## src/rtl/tomasulo_pkg.sv

```systemverilog
// Shared definitions for the tomasulo core and its host-side program loader:
// opcode encodings, execution latencies, instruction field offsets, loader states.
package tomasulo_pkg;

  localparam logic [2:0] OP_LOAD = 3'b001;
  localparam logic [2:0] OP_ADD  = 3'b010;
  localparam logic [2:0] OP_SUB  = 3'b011;
  localparam logic [2:0] OP_MUL  = 3'b100;
  localparam logic [2:0] OP_DIV  = 3'b101;

  localparam int LAT_LOAD = 2;
  localparam int LAT_ADD  = 1;
  localparam int LAT_SUB  = 1;
  localparam int LAT_MUL  = 4;
  localparam int LAT_DIV  = 8;

  // Instruction word layout: [11:9] opcode, [8:6] dst, [5:3] src1, [2:0] src2
  localparam int OPC_LSB  = 9;
  localparam int DST_LSB  = 6;
  localparam int SRC1_LSB = 3;
  localparam int SRC2_LSB = 0;
  localparam int FIELD_W  = 3;

  typedef enum logic [2:0] {
    ST_IDLE     = 3'd0,
    ST_CORE_RST = 3'd1,
    ST_STREAM   = 3'd2,
    ST_RUN      = 3'd3,
    ST_DONE     = 3'd4
  } loader_state_t;

endpackage

```

## src/rtl/tomasulo_prog_mem.sv

```systemverilog
// Host-written program store: one synchronous write port, one combinational
// read port; the loader registers the read data before it reaches the core.
module tomasulo_prog_mem #(
  parameter int DEPTH = 31,
  parameter int WIDTH = 12,
  parameter int AW    = 5
) (
  input  logic             clk,
  input  logic             i_wr_en,
  input  logic [AW-1:0]    i_wr_addr,
  input  logic [WIDTH-1:0] i_wr_data,
  input  logic [AW-1:0]    i_rd_addr,
  output logic [WIDTH-1:0] o_rd_data
);

  localparam logic [AW:0] LP_DEPTH = (AW+1)'(DEPTH);

  logic [WIDTH-1:0] r_mem [DEPTH];

  // NOTE: storage has no reset; the program survives a loader reset and
  // clearing it would only cost a wide reset fan-out for no benefit.
  always_ff @(posedge clk) begin
    if (i_wr_en) r_mem[i_wr_addr] <= i_wr_data;
  end

  assign o_rd_data = ({1'b0, i_rd_addr} < LP_DEPTH) ? r_mem[i_rd_addr] : '0;

endmodule

```

## src/rtl/tomasulo_program_loader.sv

```systemverilog
// Host-side transmitter of the instruction / load_instruction / loading_complete
// protocol: resets the core, streams the stored program, then times the run.
module tomasulo_program_loader
  import tomasulo_pkg::*;
#(
  parameter int NUM_INSTRUCTIONS  = 31,
  parameter int INSTR_WIDTH       = 12,
  parameter int NUM_CYCLES        = 500,
  parameter int CYCLE_WIDTH       = $clog2(NUM_CYCLES),
  parameter int INSTRUCTION_WIDTH = $clog2(NUM_INSTRUCTIONS)
) (
  input  logic                         clk,
  input  logic                         reset,
  input  logic                         prog_wr_en,
  input  logic [INSTRUCTION_WIDTH-1:0] prog_wr_addr,
  input  logic [INSTR_WIDTH-1:0]       prog_wr_data,
  input  logic [INSTRUCTION_WIDTH:0]   prog_len,
  input  logic                         start,
  input  logic [NUM_INSTRUCTIONS-1:0]  commit_in,
  output logic                         core_reset,
  output logic [INSTR_WIDTH-1:0]       instruction,
  output logic                         load_instruction,
  output logic                         loading_complete,
  output logic                         busy,
  output logic                         done,
  output logic                         timeout,
  output logic [CYCLE_WIDTH-1:0]       cycle_count
);

  localparam logic [INSTRUCTION_WIDTH:0] LP_MAX_LEN = (INSTRUCTION_WIDTH+1)'(NUM_INSTRUCTIONS);
  localparam logic [CYCLE_WIDTH-1:0]     LP_LAST_CYCLE = CYCLE_WIDTH'(NUM_CYCLES - 1);

  loader_state_t                 r_state;
  logic [INSTRUCTION_WIDTH:0]    r_len;
  logic [INSTRUCTION_WIDTH:0]    r_ptr;
  logic                          r_core_reset;
  logic [INSTR_WIDTH-1:0]        r_instruction;
  logic                          r_load_instruction;
  logic                          r_loading_complete;
  logic                          r_busy;
  logic                          r_done;
  logic                          r_timeout;
  logic [CYCLE_WIDTH-1:0]        r_cycle_count;

  logic                          w_wr_en;
  logic [INSTR_WIDTH-1:0]        w_rd_data;
  logic [NUM_INSTRUCTIONS-1:0]   w_mask;
  logic                          w_all_commit;
  logic                          w_start_ok;

  // Host may only rewrite the program while nothing is being streamed or run.
  assign w_wr_en = prog_wr_en
                && ((r_state == ST_IDLE) || (r_state == ST_DONE))
                && ({1'b0, prog_wr_addr} < LP_MAX_LEN);

  assign w_mask       = ~({NUM_INSTRUCTIONS{1'b1}} << r_len);
  assign w_all_commit = ((commit_in & w_mask) == w_mask);
  assign w_start_ok   = start && (prog_len != '0);

  tomasulo_prog_mem #(
    .DEPTH (NUM_INSTRUCTIONS),
    .WIDTH (INSTR_WIDTH),
    .AW    (INSTRUCTION_WIDTH)
  ) u_prog_mem (
    .clk       (clk),
    .i_wr_en   (w_wr_en),
    .i_wr_addr (prog_wr_addr),
    .i_wr_data (prog_wr_data),
    .i_rd_addr (r_ptr[INSTRUCTION_WIDTH-1:0]),
    .o_rd_data (w_rd_data)
  );

  // NOTE: every register here is updated with <= so all branches see the
  // pre-edge values; a blocking write would leak into later decisions.
  always_ff @(posedge clk) begin
    if (!reset) begin
      r_state            <= ST_IDLE;
      r_len              <= '0;
      r_ptr              <= '0;
      r_core_reset       <= 1'b0;
      r_instruction      <= '0;
      r_load_instruction <= 1'b0;
      r_loading_complete <= 1'b0;
      r_busy             <= 1'b0;
      r_done             <= 1'b0;
      r_timeout          <= 1'b0;
      r_cycle_count      <= '0;
    end else begin
      case (r_state)
        ST_IDLE, ST_DONE: begin
          if (w_start_ok) begin
            r_len              <= (prog_len > LP_MAX_LEN) ? LP_MAX_LEN : prog_len;
            r_ptr              <= '0;
            r_cycle_count      <= '0;
            r_done             <= 1'b0;
            r_timeout          <= 1'b0;
            r_loading_complete <= 1'b0;
            r_core_reset       <= 1'b1;
            r_busy             <= 1'b1;
            r_state            <= ST_CORE_RST;
          end
        end

        ST_CORE_RST: begin
          // len is never zero here, so word 0 always goes out next cycle.
          r_core_reset       <= 1'b0;
          r_load_instruction <= 1'b1;
          r_instruction      <= w_rd_data;
          r_ptr              <= r_ptr + 1'b1;
          r_state            <= ST_STREAM;
        end

        ST_STREAM: begin
          if (r_ptr == r_len) begin
            r_load_instruction <= 1'b0;
            r_instruction      <= '0;
            r_loading_complete <= 1'b1;
            r_cycle_count      <= '0;
            r_state            <= ST_RUN;
          end else begin
            r_instruction <= w_rd_data;
            r_ptr         <= r_ptr + 1'b1;
          end
        end

        ST_RUN: begin
          // Commit is tested first so a coincident budget expiry reports a pass.
          if (w_all_commit) begin
            r_done    <= 1'b1;
            r_timeout <= 1'b0;
            r_busy    <= 1'b0;
            r_state   <= ST_DONE;
          end else if (r_cycle_count == LP_LAST_CYCLE) begin
            r_done    <= 1'b1;
            r_timeout <= 1'b1;
            r_busy    <= 1'b0;
            r_state   <= ST_DONE;
          end else begin
            r_cycle_count <= r_cycle_count + 1'b1;
          end
        end

        default: r_state <= ST_IDLE;
      endcase
    end
  end

  assign core_reset       = r_core_reset;
  assign instruction      = r_instruction;
  assign load_instruction = r_load_instruction;
  assign loading_complete = r_loading_complete;
  assign busy             = r_busy;
  assign done             = r_done;
  assign timeout          = r_timeout;
  assign cycle_count      = r_cycle_count;

endmodule
```

## config.mk

```make
export PLATFORM = sky130hd
export DESIGN_NAME = tomasulo_program_loader
export DESIGN_NICKNAME = d
export VERILOG_FILES = /design/src/rtl/tomasulo_pkg.sv /design/src/rtl/tomasulo_prog_mem.sv /design/src/rtl/tomasulo_program_loader.sv
export SDC_FILE = /design/constraint.sdc
export NUM_CORES = 1
export LEC_CHECK = 0
export CAP_MARGIN = 20
export CORE_UTILIZATION = 50
export DETAILED_ROUTE_END_ITERATION = 8
export PLACE_DENSITY = 0.68
export SYNTH_ARGS = -nofsm -noshare
export SYNTH_HDL_FRONTEND = slang
export SYNTH_SLANG_ARGS = --single-unit
```

## constraint.sdc

```tcl
create_clock -name clk -period 6.9 [get_ports clk]
set_input_delay 0.69 -clock clk [delete_from_list [all_inputs] [get_ports clk]]
set_output_delay 0.69 -clock clk [all_outputs]
set_load 0.01 [all_outputs]
```

==> metrics.txt <==
RSZ-0062 raised after global routing no; Placed Area 0.0180 mm²; Power Dens Cells 311 mW/mm²; Clk pwr share 38.4%; syn nets 972; Non-Filler Instances 1479; Via density 5.89; die area 0.0341 mm²; Longest Clk Path Bufs 3; worst hold path startpoint loading_complete; first-pass detailed-route iteration total 5; ratio of cells with drive above 1 in the final layout 21.8%; via count 8717; ys async rst share 0%; # rows 66; Net count, final 1063; Slowest-stage cell, CP dfxtp_4; GRT met1 Usage 31.9%; Hold Crit Class register to register; post-cts gate resize count 0; CP endpoint kind register; Reg power frac 48.1%; Post-Place Cells 1397; synth unique cells 55; largest net degree at the start of global routing 67; number of global-route vias before repair 8728; Initial Util 51.0%; routed wire length 37900 µm; Clock Latency Late Sink 540 ps; Die H 185 µm; synthesis-stage register bit count 419; max incr delay on CP 850 ps; wire per inst 25.6 µm; RR Endpoint instruction[10]; Combinational Power Share 13.5%; CP Max Fanout 39; Hold Path End loading_complete; final instance area 0.0195 mm²; met3 Usage GRT 4.72%; synthesized cell area 0.0167 mm²; Area growth syn-to-layout 17.0%; R2R depth 6; CTS tree built; crit start category register; final worst setup slack 3730 ps; ys flop type edfxtp_1; Synth top area share 66.9%; Initial DRC Count 749; Sw Share 23.9%; Clock Sinks 419; Synth area leader edfxtp_1; sequential area share after synthesis 72.6%; busiest grt layer met2; clk_skew 16.7 ps; Worst Hold Path Cells 2; Peak VDD IR 0.000233 V; fillcell total 2389; max-cap violation count 0; FF-to-FF setup slack 3730 ps; H-tree depth 2; cts hold-fix bufs 0; net switching power 0.00145 W; Placer Congestion 0.818; die width 185 µm; Setup Fix Bufs, Post-CTS 0; CTS Root Cell clkbuf_16; number of synthesized flops with an enable pin 372; Antenna Nets Post-Route 0; Post-route DRC 0; Final Cycle Share 45.9%; total power 0.00608 W; Worst slew margin 27.2%; Setup Viol. Count Final 0; most frequent cell after synthesis edfxtp_1; Synth top cells by count edfxtp_1 (372), mux4_2 (108), nor2_1 (64); WP data required 7330 ps; Total GRT Usage 23.0%; Setup CP Type register to register; antenna violations before repair 1; Worst-Margin Slew 1090 ps; IO Count 85; status complete, no violations; Syn Area/Cell 18.3 µm²; Port-buffer cells 84; setup total negative slack 0 ps; cell mode on critical path mux4_2; clock-pin slew of the registers on the worst-case setup and hold paths 60 ps; global route overflow 0; Synth Instances 912; P_int 0.00463 W; Core ar. 0.0327 mm²; post-DP HPWL 21600 µm; FMAX 0.316 GHz; static leakage 6.02 nW; Final Hold Viols 0; Slew Viols, Final 0; CP Cell Sequence buf_4 > mux4_2 > mux4_2 > mux2i_1 > o21ai_0 > and2_1; routing usage on met2 36.8%; first-pass GRT wire length 55400 µm; final worst path period need 3170 ps; Synth Warn # 0; Area contributors post-synth edfxtp_1 (67%), mux4_2 (15%), dfxtp_1 (5.6%); Post-Place Setup Slack 3630 ps; Antenna Cells 0; CTS buffer count 43; CP arrival 3600 ps
## registers in the layout, summed over array words and instances, names as in the netlist, named ones only
signal and count:
cycle_count 9, load_instruction 1, instruction 12, busy 1
r_len 6, loading_complete 1, done 1, r_state 3
r_ptr 6, core_reset 1, timeout 1, u_prog_mem.r_mem 372
## power by group through the flow
stage	clock network (W)	logic, W	registers, W
finish	0.00234	0.000818	0.00293
global route	0.00247	0.000883	0.00294
CTS	0.00237	0.000821	0.00293
detailed placement	0	0.000817	0.00298
global placement	0	0.000803	0.00298
floorplan	0	0.000610	0.00290
## critical path: cells and delay by family (launching register included)
family | cells | cell delay [ps]
and+or+nand+nor | 1 | 180
muxes | 3 | 1210
DFF | 1 | 850
AOI/OAI and AO/OA | 1 | 90
buffers and inverters | 1 | 720
## how the worst max path moves through the flow
stage | start | endpoint | slack (ps) | cells after the start
after floorplan | register | instruction[1] | 4430 | 8
after global placement | register | instruction[5] | 3670 | 6
after detailed placement | register | instruction[9] | 3630 | 6
after CTS | register | instruction[9] | 3620 | 6
after global routing | register | instruction[5] | 3420 | 6
final | register | instruction[10] | 3730 | 6
## logic make-up after synthesis
logic type,synth area share [%]
xor+xnor,0.630
fa+ha+maj,0.150
mux,16.3
compound gates,3.51
simple gates,5.42
buf+inv,1.42
flops,72.6
## cell type report
class / instances / area (µm²) / area share, %
multi-input combinational: 436 / 4420 / 22.6
clock buffer: 54 / 1200 / 6.14
tap: 442 / 553 / 2.83
clock inverter: 25 / 245 / 1.26
sequential: 419 / 12100 / 62.1
timing repair buffer: 92 / 956 / 4.89
inverter: 11 / 41.3 / 0.211
## through the flow
| stage | hold WS, ps | util [%] |
|---|---|---|
| 6_report | 458 | 59.7 |
| 5_1_grt | 497 | 59.7 |
| 4_1_cts | 456 | 59.5 |
| 3_5_place_dp | 447 | 55.1 |
| 3_3_place_gp | 451 | 55.1 |
| 2_1_floorplan | 470 | - |
## layer usage
metal / share of wire, % / wire, µm
met4: 2.4 / 925
met3: 7.7 / 2940
met5: 0.045 / 17
met2: 48 / 18300
met1: 42 / 15800
## cell usage in the layout (no fill, tap or decap), drive strengths merged, types with 4 or more instances in the layout
master / synthesis / layout
a211oi: 8 / 8
a21oi: 18 / 18
a31oi: 4 / 4
and2: 18 / 18
and3: 6 / 6
buf: 21 / 6
bufinv: 0 / 4
clkbuf: 25 / 56
clkdlybuf4s50: 0 / 84
clkinv: 0 / 18
dfxtp: 47 / 47
edfxtp: 372 / 372
inv: 11 / 13
mux2i: 25 / 25
mux4: 108 / 108
nand2: 51 / 51
nand2b: 7 / 7
nand3: 8 / 8
nand4: 6 / 6
nor2: 64 / 64
nor2b: 6 / 6
nor3: 15 / 15
o21ai: 40 / 40
xor2: 9 / 9
No activity file was read; power rests on OpenSTA's default activity.
